==> src/rtl/hazard_ctrl.sv <==
// Hazard and sequencing controller for the 5-stage RV32I pipeline: forwarding
// selects, load-use and branch handling, and a data-memory wait FSM with timeout trap.
module hazard_ctrl #(
    parameter int REGISTER_ADDRESS_WIDTH = 5,
    parameter int MEM_TIMEOUT            = 16,
    parameter int COUNT_WIDTH            = 16
) (
    input  logic                              clk,
    input  logic                              rst_n,
    input  logic [REGISTER_ADDRESS_WIDTH-1:0] rs1D_i,
    input  logic [REGISTER_ADDRESS_WIDTH-1:0] rs2D_i,
    input  logic [REGISTER_ADDRESS_WIDTH-1:0] rs1E_i,
    input  logic [REGISTER_ADDRESS_WIDTH-1:0] rs2E_i,
    input  logic [REGISTER_ADDRESS_WIDTH-1:0] rdE_i,
    input  logic                              ResultSrcE_i,
    input  logic                              PCSrcE_i,
    input  logic [REGISTER_ADDRESS_WIDTH-1:0] rdM_i,
    input  logic                              regWriteM_i,
    input  logic [REGISTER_ADDRESS_WIDTH-1:0] rdW_i,
    input  logic                              regWriteW_i,
    input  logic                              memReqM_i,
    input  logic                              memAckM_i,
    output logic                              stallF_o,
    output logic                              stallD_o,
    output logic                              stallE_o,
    output logic                              stallM_o,
    output logic                              flushD_o,
    output logic                              flushE_o,
    output logic [1:0]                        forwardAE_o,
    output logic [1:0]                        forwardBE_o,
    output logic                              memErr_o,
    output logic [COUNT_WIDTH-1:0]            stallCycles_o,
    output logic [1:0]                        fsm_state_o
);

    typedef enum logic [1:0] {
        RUN      = 2'd0,
        MEM_WAIT = 2'd1,
        ERROR    = 2'd2
    } state_t;

    localparam int WAIT_W = $clog2(MEM_TIMEOUT);
    localparam logic [WAIT_W-1:0] WAIT_LAST = WAIT_W'(MEM_TIMEOUT - 1);

    state_t            state;
    logic [WAIT_W-1:0] wait_cnt;
    logic              lw_stall;
    logic              mem_stall;

    // M-stage result is newer than W-stage, so it wins when both match.
    function automatic logic [1:0] fwd_sel(input logic [REGISTER_ADDRESS_WIDTH-1:0] rs);
        if (regWriteM_i && (rdM_i != '0) && (rdM_i == rs))
            return 2'b10;
        else if (regWriteW_i && (rdW_i != '0) && (rdW_i == rs))
            return 2'b01;
        else
            return 2'b00;
    endfunction

    always_comb begin
        forwardAE_o = fwd_sel(rs1E_i);
        forwardBE_o = fwd_sel(rs2E_i);

        lw_stall = ResultSrcE_i && (rdE_i != '0) &&
                   ((rdE_i == rs1D_i) || (rdE_i == rs2D_i));

        mem_stall = 1'b0;
        case (state)
            RUN:      mem_stall = memReqM_i && !memAckM_i;
            MEM_WAIT: mem_stall = !memAckM_i;
            ERROR:    mem_stall = 1'b1;
            default:  mem_stall = 1'b0;
        endcase

        stallF_o = lw_stall || mem_stall;
        stallD_o = lw_stall || mem_stall;
        stallE_o = mem_stall;
        stallM_o = mem_stall;
        // A frozen pipeline must not drop a redirect; it is reapplied on release.
        flushD_o = PCSrcE_i && !mem_stall;
        flushE_o = (lw_stall || PCSrcE_i) && !mem_stall;

        fsm_state_o = state;
    end

    always_ff @(posedge clk or negedge rst_n) begin
        if (!rst_n) begin
            state         <= RUN;
            wait_cnt      <= '0;
            memErr_o      <= 1'b0;
            stallCycles_o <= '0;
        end else begin
            case (state)
                RUN: begin
                    if (memReqM_i && !memAckM_i) begin
                        state    <= MEM_WAIT;
                        wait_cnt <= WAIT_W'(1);
                    end
                end
                MEM_WAIT: begin
                    if (memAckM_i) begin
                        state <= RUN;
                    end else if (wait_cnt == WAIT_LAST) begin
                        state    <= ERROR;
                        memErr_o <= 1'b1;
                    end else begin
                        wait_cnt <= wait_cnt + WAIT_W'(1);
                    end
                end
                ERROR: begin
                    memErr_o <= 1'b1;
                end
                default: begin
                    state <= RUN;
                end
            endcase

            if (stallF_o && (stallCycles_o != '1))
                stallCycles_o <= stallCycles_o + COUNT_WIDTH'(1);
        end
    end

endmodule

==> config.mk <==
export PLATFORM = sky130hd
export DESIGN_NAME = hazard_ctrl
export DESIGN_NICKNAME = d
export VERILOG_FILES = /design/src/rtl/hazard_ctrl.sv
export SDC_FILE = /design/constraint.sdc
export NUM_CORES = 1
export LEC_CHECK = 0
export BUFFER_PORTS_ARGS = -buffer_cell sky130_fd_sc_hd__buf_2
export CORE_ASPECT_RATIO = 1.2
export CORE_UTILIZATION = 50
export CTS_CLUSTER_SIZE = 10
export DETAILED_ROUTE_END_ITERATION = 16
export PLACE_DENSITY = 0.86
export SYNTH_ARGS = -nofsm -noshare
export SYNTH_HDL_FRONTEND = slang
export SYNTH_SLANG_ARGS = --single-unit
==> constraint.sdc <==
create_clock -name clk -period 5.83 [get_ports clk]
set_clock_uncertainty 0.1 [all_clocks]
set_input_delay 0.8745 -clock clk [delete_from_list [all_inputs] [get_ports clk]]
set_output_delay 0.8745 -clock clk [all_outputs]
set_load 0.01 [all_outputs]
After elaboration in Yosys (flattened, before gate mapping)
Cells that the tools add are included.
Word-level totals
  flip-flop bits (word level): 23
  output and inout port bits: 29
Cells by class
  reductions and logical operators: 26
  add/subtract/negate cells: 2
  multiplexer cells: 16
  bitwise operators: 1
  equal/unequal tests: 15
Operator list (count)
  $eq 5x5->1: 6
  $add 16x1->16 const B: 1
  $ne 16x16->1 const B: 1
  $reduce_bool 5->1: 3
  $logic_and 1x1->1: 12
  $mux 4: 3
  $mux 2: 5
  $ne 2x2->1 const B: 4
  $pmux 4 s2: 1
  $pmux 2 s3: 1
  $reduce_and 3->1: 2
  $add 4x1->4 const B: 1
  $eq 4x4->1 const B: 1
  $mux 1: 4
  $reduce_and 4->1: 1
  $reduce_bool 2->1: 2
  $logic_or 1x1->1: 3
  $ne 3x3->1 const B: 1
  $pmux 1 s3: 1
  $eq 2x1->1 const B: 1
  $eq 2x2->1 const B: 1
  $logic_not 1->1: 2
  $logic_not 2->1: 1
  $pmux 1 s2: 1
  $not 1->1: 1

Depth between registers and ports, before layout
  depth in word-level cells: 5
  mapped depth: 8

Worst setup path before layout
OpenSTA, ideal clock, no wires.
  kind: input-to-output
  from: input rdM_i[1]
  to: output forwardAE_o[0]
  slack: 2688 ps
  stages: 4
  buffers on the path: 0
  arrival time: 2168 ps
  required time: 4856 ps
  path through: or4_1 > o21ai_0 > nor4_1 > nor4_1
On the way
  word-level cells in the longest chain between the ends: 4
Ends and longest elaborated chain
  start: declaration: RTL line 17  | input logic [REGISTER_ADDRESS_WIDTH-1:0] rdM_i,
  $reduce_bool 5->1: RTL line 52  | if (regWriteM_i && (rdM_i != '0) && (rdM_i == rs))
  $logic_and 1x1->1: RTL line 52
  $logic_and 1x1->1 (*): RTL line 52
  $mux 2 (*): RTL line 52
  end: declaration: RTL line 29  | output logic [1:0] forwardAE_o,
Every way passes the cells marked *; elsewhere a longest branch is shown, timed or not.

Worst setup path in the final report
Ends and elaborated chain as after synthesis.

==> flow_summary.json <==
{
  "p_leak_uw": 0.000881,
  "cts_sinks": 23,
  "grt_max_degree": 24,
  "drt-initial-drc-count": 26,
  "routed_wirelength_microns": 3300,
  "gp_congestion": 0.797,
  "synth_area_sq_um": 1500,
  "dieArea_sq_um": 3220,
  "synthesis.nets": 201,
  "multiInputGateArea_sq_um": 876,
  "synth_area_per_cell_sq_um": 9.62,
  "wl_per_cell_microns": 12.6,
  "dr.pass1.iters": 4,
  "period_minus_slack_ns": 3.25,
  "nets": 274,
  "fin_ws_ns": 2.58,
  "cts_tree": "built",
  "std_cell_rows": 21,
  "die_w_microns": 52.0,
  "antennaDiodeCount": 0,
  "critPathCaptureType": "output pin",
  "drcViolationCount": 0,
  "overflow": 0,
  "place_ws_ns": 2.57,
  "startpoint_type": "input pin",
  "post_cts_buffers": 0,
  "period_share_pct": 55.8,
  "numPortBuffers": 71,
  "fillCellCount": 242,
  "regToRegEndpoint": "stallCycles_o[6]",
  "viasPerCell": 5.30,
  "final_layout_size_suffix_gt1_share_pct": 34.6,
  "synth_area_leaders": "dfrtp_1 38%, xnor2_1 17%, xor2_1 9.9%, nand3_1 3.7%, nand4_1 2.9%",
  "dieHeight_microns": 62.0,
  "hp-start": "memErr_o",
  "seq_area_frac_synth_pct": 38.4,
  "slew_headroom_pct": 63.2,
  "synth.distinct_cells": 30,
  "ys.flop_type": "dfrtp_1",
  "insertion_delay_ns": 0.30,
  "cp_max_fo": 3,
  "crit_required_ns": 4.86,
  "synth_most_common_cell": "xnor2_1",
  "tightestPinTransition_ns": 0.547,
  "slew_viol_final": 0,
  "ctsHtreeMaxLevel": 1,
  "synth_cells": 156,
  "r2r_start": "stallCycles_o[0]",
  "path_class": "input pin to output pin",
  "antenna_found_initial": 0,
  "io_pins": 72,
  "r2r_setup_slack_ns": 3.65,
  "maxCapViolations": 0,
  "vias": 1389,
  "ys_ff_latch": 23,
  "power_uw": 458,
  "grt_pass1_vias": 1237,
  "whs_path_depth": 1,
  "track_usage_pct": 20.3,
  "cts-root-buf": "clkbuf_4",
  "arrival_ns": 2.28,
  "status": "complete, no violations",
  "grt_setup_unrepaired": "no",
  "cts_resized": 0,
  "synth_common_cells": "29 x xnor2_1, 23 x dfrtp_1, 17 x xor2_1",
  "core_area_sq_um": 2810,
  "dp_hpwl_microns": 2750,
  "hold_class": "flip-flop to flip-flop",
  "fmax_mhz": 307,
  "reg2regPathDepth": 7,
  "yosys.area.top_type": "dfrtp_1",
  "numCtsBuffers": 3,
  "fin_setup_tns_ns": 0,
  "start_util_pct": 53.4,
  "grt_pass1_wl_microns": 4960,
  "max-vdd-ir-drop_v": 0.000214,
  "synth_edf_count": 0,
  "cts.path.max_buffers": 2,
  "setup_viol": 0,
  "min_to": "memErr_o",
  "ys_warn_count": 0,
  "seq_area_sq_um": 576,
  "postRouteAntennaNets": 0,
  "cellPowerDensity_nw_per_um2": 242,
  "ys_async_sr_fraction_pct": 100,
  "area_growth_pct": 26.5,
  "holdBufCountCts": 0,
  "cts.reportedPaths.clkPinSlew_ns": 0.11,
  "netlist.area_leader.share_pct": 38.4,
  "hold_viol": 0
}
-- flip-flops by register name (all words and copies together) (netlist names) --
register       cells
fsm_state_o        2
memErr_o           1
stallCycles_o     16
wait_cnt           4
-- final cells by class --
class | count | area share (%)
Sequential cell | 23 | 30.3
Tap cell | 34 | 2.24
Inverter | 6 | 1.19
Multi-Input combinational cell | 124 | 46.1
Clock buffer | 4 | 1.38
Timing Repair Buffer | 71 | 18.7
-- worst max path at each step --
| stage | startpoint | end | slack [ns] | cells past startpoint |
|---|---|---|---|---|
| final | rdM_i[1] | forwardAE_o[0] | 2.58 | 6 |
| after global routing | rdM_i[1] | forwardAE_o[0] | 2.44 | 6 |
| after CTS | rdM_i[1] | forwardBE_o[0] | 2.57 | 6 |
| after detailed placement | rdM_i[1] | forwardBE_o[0] | 2.57 | 6 |
| after global placement | rdM_i[1] | forwardBE_o[0] | 2.61 | 6 |
| after floorplan | rdM_i[1] | forwardAE_o[0] | 2.69 | 4 |
-- kinds of logic after synthesis --
family	synth area share (%)
compound gates	7.42
xor+xnor	26.9
fa+ha+maj	1.67
buf+inv	3.25
flops	38.4
mux	0.751
simple gates	21.7
-- critical path, cell delays in order --
cell,delay [ns]
buf_2,0.12
or4_1,0.50
o21ai_0,0.23
nor4_1,0.11
nor4_1,0.27
buf_2,0.17
-- stage by stage --
| step | instance area, sq um | util, % | std cells | hold WS [ns] |
|---|---|---|---|---|
| after detailed placement | 1870 | 66.6 | 258 | 0.364 |
| final | 1900 | 67.5 | 262 | 0.382 |
| after global routing | 1900 | 67.5 | 262 | 0.410 |
| after global placement | 1870 | 66.6 | 258 | 0.367 |
| after floorplan | 1500 | - | 156 | 0.368 |
| after CTS | 1900 | 67.5 | 262 | 0.392 |
-- layout by cell type, fill, tap and decap left out, types with 2 or more instances in the layout --
cell type,Yosys,routed
inv_1,6,6
nand3_1,11,11
a21oi_1,4,4
clkbuf_4,0,3
nor3_1,4,4
ha_1,2,2
xnor2_1,29,29
nand2_1,11,11
dfrtp_1,23,23
nand4_1,7,7
buf_2,0,71
and3_1,2,2
xor2_1,17,17
nor2_1,9,9
or4_1,5,5
nor4_1,4,4
o21ai_0,4,4
nand2b_1,3,3
-- layer usage --
layer / vias to the layer above / GRT usage (%) / wire [microns]
li1: 682 / - / -
met1: 641 / 21.8 / 1250
met2: 63 / 39.6 / 1670
met3: 3 / 4.38 / 356
met4: 0 / 5.79 / 19
met5: - / 0 / 0
-- power by group --
group	internal [uW]	switching (uW)	total, uW
logic	76.6	78.6	155
registers	192	41.2	233
clock network	26.7	43.4	70.0
(Power assumes the default switching activity.)
